File: config.mk
export PLATFORM = sky130hd
export DESIGN_NAME = fetch_unit
export DESIGN_NICKNAME = d
export VERILOG_FILES = /design/src/rtl/fetch_unit_pkg.sv /design/src/rtl/fetch_unit.sv
export SDC_FILE = /design/constraint.sdc
export NUM_CORES = 1
export LEC_CHECK = 0
export ABC_AREA = 1
export CAP_MARGIN = 20
export CORE_MARGIN = 5
export CORE_UTILIZATION = 40
export DETAILED_ROUTE_END_ITERATION = 8
export PLACE_DENSITY_LB_ADDON = 0.2
export RECOVER_POWER = 25
export SYNTH_ARGS = -nofsm -noshare
export SYNTH_HDL_FRONTEND = slang
export SYNTH_SLANG_ARGS = --single-unit
File: constraint.sdc
create_clock -name clock -period 5.68 [get_ports clock]
set_clock_uncertainty 0.1 [all_clocks]
set_input_delay 0.852 -clock clock [delete_from_list [all_inputs] [get_ports clock]]
set_output_delay 0.852 -clock clock [all_outputs]
set_load 0.01 [all_outputs]
File: src/rtl/fetch_unit_pkg.sv
// Shared types for the fetch stage: FSM states, the next-PC select from Decode,
// and the instruction width in bytes.
package fetch_unit_pkg;

   typedef enum logic [2:0] {
      IDLE,
      REQ,
      WAIT,
      VALID,
      FAULT
   } fetch_state_e;

   typedef enum logic {
      NEXTPC,
      OFFSET
   } pc_mux_e;

   localparam logic [31:0] INSTR_BYTES = 32'd4;

endpackage

File: src/rtl/fetch_unit.sv
// Instruction fetch stage: owns the PC, fetches one word at a time over req/gnt/rvalid,
// and holds the instruction for Decode until it retires.
module fetch_unit
   import fetch_unit_pkg::*;
#(
   parameter logic [31:0] BOOT_ADDR = 32'h0000_0000
) (
   input  logic        clock,
   input  logic        reset,
   output logic        imem_req_op,
   output logic [31:0] imem_addr_op,
   input  logic        imem_gnt_ip,
   input  logic        imem_rvalid_ip,
   input  logic [31:0] imem_rdata_ip,
   output logic        instr_data_valid_op,
   output logic [31:0] instr_data_op,
   output logic [31:0] pc_op,
   output logic [31:0] pc4_op,
   input  logic        instr_retire_ip,
   input  pc_mux_e     pc_mux_ip,
   input  logic [31:0] pc_branch_offset_ip,
   output logic        fetch_fault_op,
   output logic [31:0] instr_count_op
);

   fetch_state_e state_q, state_d;
   logic [31:0]  pc_q;
   logic [31:0]  instr_q;
   logic [31:0]  count_q;
   logic [31:0]  nextPc;

   // A misaligned target parks the block in FAULT with the bad target kept in the PC.
   always_comb begin
      state_d = state_q;
      nextPc  = (pc_mux_ip == OFFSET) ? (pc_q + pc_branch_offset_ip) : (pc_q + INSTR_BYTES);
      case (state_q)
         IDLE:    state_d = REQ;
         REQ:     if (imem_gnt_ip) state_d = WAIT;
         WAIT:    if (imem_rvalid_ip) state_d = VALID;
         VALID:   if (instr_retire_ip) state_d = (nextPc[1:0] != 2'b00) ? FAULT : REQ;
         FAULT:   state_d = FAULT;
         default: state_d = IDLE;
      endcase
   end

   always_ff @(posedge clock) begin
      if (!reset) begin
         state_q <= IDLE;
         pc_q    <= BOOT_ADDR;
         instr_q <= '0;
         count_q <= '0;
      end else begin
         state_q <= state_d;
         if (state_q == WAIT && imem_rvalid_ip) begin
            instr_q <= imem_rdata_ip;
         end
         if (state_q == VALID && instr_retire_ip) begin
            pc_q    <= nextPc;
            count_q <= count_q + 32'd1;
         end
      end
   end

   assign imem_req_op         = (state_q == REQ);
   assign imem_addr_op        = pc_q;
   assign instr_data_valid_op = (state_q == VALID);
   assign instr_data_op       = instr_q;
   assign pc_op               = pc_q;
   assign pc4_op              = pc_q + INSTR_BYTES;
   assign fetch_fault_op      = (state_q == FAULT);
   assign instr_count_op      = count_q;

endmodule

* Word level (Yosys, flattened, before mapping)
Index checks and enable logic that the tools add are counted.
** Storage, ports and cells
- Bits in registers :: 99
- Output and inout bits :: 163
- Word-level logic and storage cells :: 25
** Operators by class
- Add/sub/neg operators :: 3
- Equal/unequal tests :: 7
- Mux-type cells :: 6
- Reductions and logical operators :: 5
** Operators with widths (count)
- $add A32 B1 Y32 const B :: 1
- $add A32 B3 Y32 const B :: 1
- $add A32 B32 Y32 :: 1
- $mux W32 :: 1
- $pmux W3 S5 :: 1
- $mux W3 :: 4
- $eq A3 B2 Y1 const B :: 2
- $ne A2 B1 Y1 const B :: 2
- $eq A3 B1 Y1 const B :: 1
- $eq A3 B3 Y1 const B :: 1
- $logic_not A3 Y1 :: 1
- $reduce_and A3 Y1 :: 1
- $logic_and A1 B1 Y1 :: 2
- $ne A2 B2 Y1 const B :: 1
- $reduce_bool A2 Y1 :: 1

* Depth between registers and ports, before layout
- Word-level depth :: 6
- Depth in mapped cells :: 13
- Gate-level depth less buffers :: 13

* Worst setup path after synthesis
No wires, ideal clock.
- Path kind :: register -> output
- Start point :: register pc_q[2], in the netlist imem_addr_op[2]
- End point :: output port pc4_op[18]
- Data arrival time :: 1652 ps
- Required time :: 4728 ps
- Setup slack :: 3076 ps
- Stages on the path, launching flop included :: 7
- Path buffers :: 0
- Cells stage by stage :: dfxtp_1 > ha_1 > nand3_2 > nor3_2 > nand3_1 > or2_2 > nand2_1
** On the way
- Longest elaborated chain between the ends :: 1
** Ends and longest elaborated chain
- start: declaration :: RTL line fetch_unit.sv:27 : logic [31:0] pc_q;
- start signal: assignment :: RTL line fetch_unit.sv:58 : pc_q <= nextPc;
- $add A32 B3 Y32 :: RTL line fetch_unit.sv:69 : assign pc4_op = pc_q + INSTR_BYTES;
- end: declaration :: RTL line fetch_unit.sv:18 : output logic [31:0] pc4_op,
Every way passes these cells.

* Final worst setup path
- Start point :: input port reset
- End point :: register pc_q[3], in the netlist imem_addr_op[3]
** RTL lines
- start: declaration :: RTL line fetch_unit.sv:9 : input logic reset,
No word-level cell between the ends.

==> results.md <==
* Cell at the root of the clock tree: sky130_fd_sc_hd__clkbuf_16
* Total overflow reported by the global router at 0
* # IOs at 233
* # nets final at 1,638
* Core Region at 19,460 um^2
* Least-Margin Pin Slew at 1.437 ns
* Biggest area contributors in the synthesized netlist: sky130_fd_sc_hd__dfxtp_1 (25%), sky130_fd_sc_hd__nand2_1 (22%), sky130_fd_sc_hd__inv_1 (9.1%)
* Post-synth top area cell: sky130_fd_sc_hd__dfxtp_1
* Post-synth top area share at 25.02%
* Worst min-delay path class: flop to flop
* Global-route usage over all layers at 24.09%
* Final worst path period share at 71.62%
* Initial DRC count at 621
* Routed wire length on met3 at 2837 um
* Placement Cell Area at 10,240 um^2
* Via-per-instance ratio at 4.991
* Post-Syn Nets at 1,456
* Post-CTS setup repair buffer count at 0
* Initial Util at 40.71%
* Count of clock tree sinks at 99
* Design Area, Final at 10,560 um^2
* # H-tree levels at 3
* Wire length of the first global-routing pass at 43,380 um
* Max-cap viol count at 0
* Signal arrival time at the worst endpoint at 4.21 ns
* Post-synthesis cell area at 7923 um^2
* Detailed-route wire length on metal 1 at 12,040 um
* Data required time of the critical path at 5.82 ns
* Worst setup SP type: input port
* Share of synthesized registers carrying an async set or reset at 0%
* Count of antenna-violating nets left after detailed routing at 0
* Number of distinct library cells after synthesis at 44
* Post-CTS clock slew at the launch and capture registers of the worst setup and hold paths at 0.07 ns
* Shortest period the worst path allows at 4.068 ns
* Number of remaining DRC errors at 0
* Height of the die at 150.7 um
* Count of pins over their slew limit at 0
* Startpoint-to-endpoint class of the critical path: input port to flop
* Warnings, synthesis at 0
* Maximum fanout encountered on the critical timing path at 60
* Setup repair after global routing missed its margin: no
* Diode insertion count for antenna repair at 0
* Max-slew headroom at the worst pin at 4.229%
* Pin count of the biggest net entering global routing at 61
* Number of standard cells after synthesis at 1,352
* Via count of the first global-routing pass at 8,335
* Later-pin clock latency in the skew report at 0.35 ns
* Most used flip-flop cell after synthesis: sky130_fd_sc_hd__dfxtp_1
* Input/output buffers at 232
* Fraction of layout cells with a size suffix above 1 at 2.989%
* Number of flops mapped to enable cells by yosys at 0
* Fmax at 245.8 MHz
* Most common library cell in the layout ignoring fill and taps: sky130_fd_sc_hd__nand2_1
* Maximum vdd drop at 0.0001470 V
* Area growth from synthesis to layout at 33.28%
* HPWL reported at the end of detailed placement at 21,890 um
* Hold Buf Count CTS at 0
* Post-synthesis area per instance at 5.860 um^2
* Filler instances at 2,012
* Weighted congestion at the end of routability-driven global placement at 0.9244
* Setup slack of the critical path after layout at 1.612 ns
* Power Density at 186.4 nW/um^2
* Cts bufs inserted at 9
* Die width at 150.7 um
* Leak Pwr at 4.859 nW
* Standard-cell rows at 51
* Quantity of gates resized following cts at 0
* Total negative setup slack at 0 ns
* Die Footprint at 22,720 um^2
* TritonCTS clock tree: yes
* Status: finished, final reports clean
* Top layer in use: met4
* Final setup violation count at 0
* Number of buffers on the longest clock path at 2
* Yosys reg bits at 99
* Initial antenna violation count at 0
* Hold Violations, Final at 0
* Number of detailed-route iterations in the first pass at 5
* Highest-count cells in the layout ignoring fill and taps: sky130_fd_sc_hd__nand2_1 (456), sky130_fd_sc_hd__inv_1 (194), sky130_fd_sc_hd__clkdlybuf4s50_1 (176), sky130_fd_sc_hd__nand3_1 (127), sky130_fd_sc_hd__a21oi_1 (108)
* Routed WL per cell at 15.46 um
* Post-synthesis sequential area ratio at 25.02%
* Critical path endpoint category: flop
* Total detailed-routing wirelength at 27,890 um
* Detailed-routed wire length on met2 at 12,520 um
* Routed via count at 9,004
* Worst Setup Slack post-DPL at 2.078 ns
-- critical path, stage by stage --
cell and delay, ns:
sky130_fd_sc_hd__dlygate4sd3_1 0.52, sky130_fd_sc_hd__clkbuf_1 1.04, sky130_fd_sc_hd__inv_1 0.48, sky130_fd_sc_hd__clkbuf_2 0.83, sky130_fd_sc_hd__a221oi_1 0.45
-- final timing paths --
kind	start	endpoint	slack, ns	cells after the start
max	reset	imem_addr_op[3]$_SDFFE_PN0P_	1.61	5
min	instr_data_op[27]$_SDFFE_PN0P_	instr_data_op[27]$_SDFFE_PN0P_	0.36	2
max reg2reg	imem_addr_op[2]$_SDFFE_PN0P_	imem_addr_op[23]$_SDFFE_PN0P_	3.13	12
min reg2reg	instr_data_op[27]$_SDFFE_PN0P_	instr_data_op[27]$_SDFFE_PN0P_	0.36	2
-- cell type report --
cell class | count | area, um^2 | area share [%]
clock buffer | 11 | 242.7 | 2.299
clock inverter | 5 | 60.06 | 0.5688
inverter | 197 | 739.5 | 7.003
multi-input combinational | 988 | 4817 | 45.62
sequential | 99 | 1982 | 18.77
tap | 265 | 331.6 | 3.140
timing repair buffer | 239 | 2386 | 22.60
-- layer usage --
layer	up-vias	track usage (%)
li1	4599	-
met1	4015	31.54
met2	356	39.16
met3	34	7.375
met4	0	5.213
met5	-	0
-- flip-flops by register name (all words and copies together) (netlist names) --
name            count
instr_count_op     32
imem_addr_op       32
state_q             3
instr_data_op      32
-- stage by stage --
step	utilization [%]	power (mW)	hold slack [ns]	std cells
4_1_cts	54.16	1.988	0.3647	1803
6_report	54.25	1.968	0.3590	1804
3_5_place_dp	52.60	1.344	0.3524	1787
2_1_floorplan	-	1.094	0.3857	1352
3_3_place_gp	52.60	1.341	0.3467	1787
5_1_grt	54.25	2.065	0.3813	1804
-- where the power goes --
part / switching (mW) / internal (mW) / total [mW]
Clock: 0.288 / 0.357 / 0.645
Combinational: 0.309 / 0.238 / 0.547
Sequential: 0.0482 / 0.728 / 0.777
-- cell usage after synthesis, types with 2 or more instances --
master	count
sky130_fd_sc_hd__nand3b_1	7
sky130_fd_sc_hd__nor3_1	23
sky130_fd_sc_hd__nor2_2	2
sky130_fd_sc_hd__xnor2_1	11
sky130_fd_sc_hd__nor3_2	4
sky130_fd_sc_hd__nand3_1	127
sky130_fd_sc_hd__buf_4	34
sky130_fd_sc_hd__nor4_1	3
sky130_fd_sc_hd__a21o_1	2
sky130_fd_sc_hd__nor2_4	4
sky130_fd_sc_hd__o211ai_1	3
sky130_fd_sc_hd__buf_2	3
sky130_fd_sc_hd__nand3_2	2
sky130_fd_sc_hd__and2_1	2
sky130_fd_sc_hd__nor3b_1	2
sky130_fd_sc_hd__inv_2	3
sky130_fd_sc_hd__o21a_1	3
sky130_fd_sc_hd__a31oi_1	4
sky130_fd_sc_hd__clkbuf_1	28
sky130_fd_sc_hd__a21oi_1	108
sky130_fd_sc_hd__or2_2	2
sky130_fd_sc_hd__dfxtp_1	99
sky130_fd_sc_hd__nor3_4	2
sky130_fd_sc_hd__xor2_1	24
sky130_fd_sc_hd__nand2_1	456
sky130_fd_sc_hd__o21ai_0	35
sky130_fd_sc_hd__nor2_1	108
sky130_fd_sc_hd__nand4_1	7
sky130_fd_sc_hd__inv_1	193
sky130_fd_sc_hd__ha_1	33
sky130_fd_sc_hd__nand2_2	3
sky130_fd_sc_hd__buf_1	3
-- kinds of logic (layout without fill, tap and decap cells) --
family,count (synthesis),count (layout),synth area share (%)
adder cells (fa/ha/maj),34,34,5.464
flip-flops,99,99,25.02
AND/OR/NAND/NOR,758,758,40.75
AO/OA/AOI/OAI,161,161,10.69
buffers and inverters,265,452,14.21
XOR/XNOR,35,35,3.869
Power figures use the tool's default switching activity.
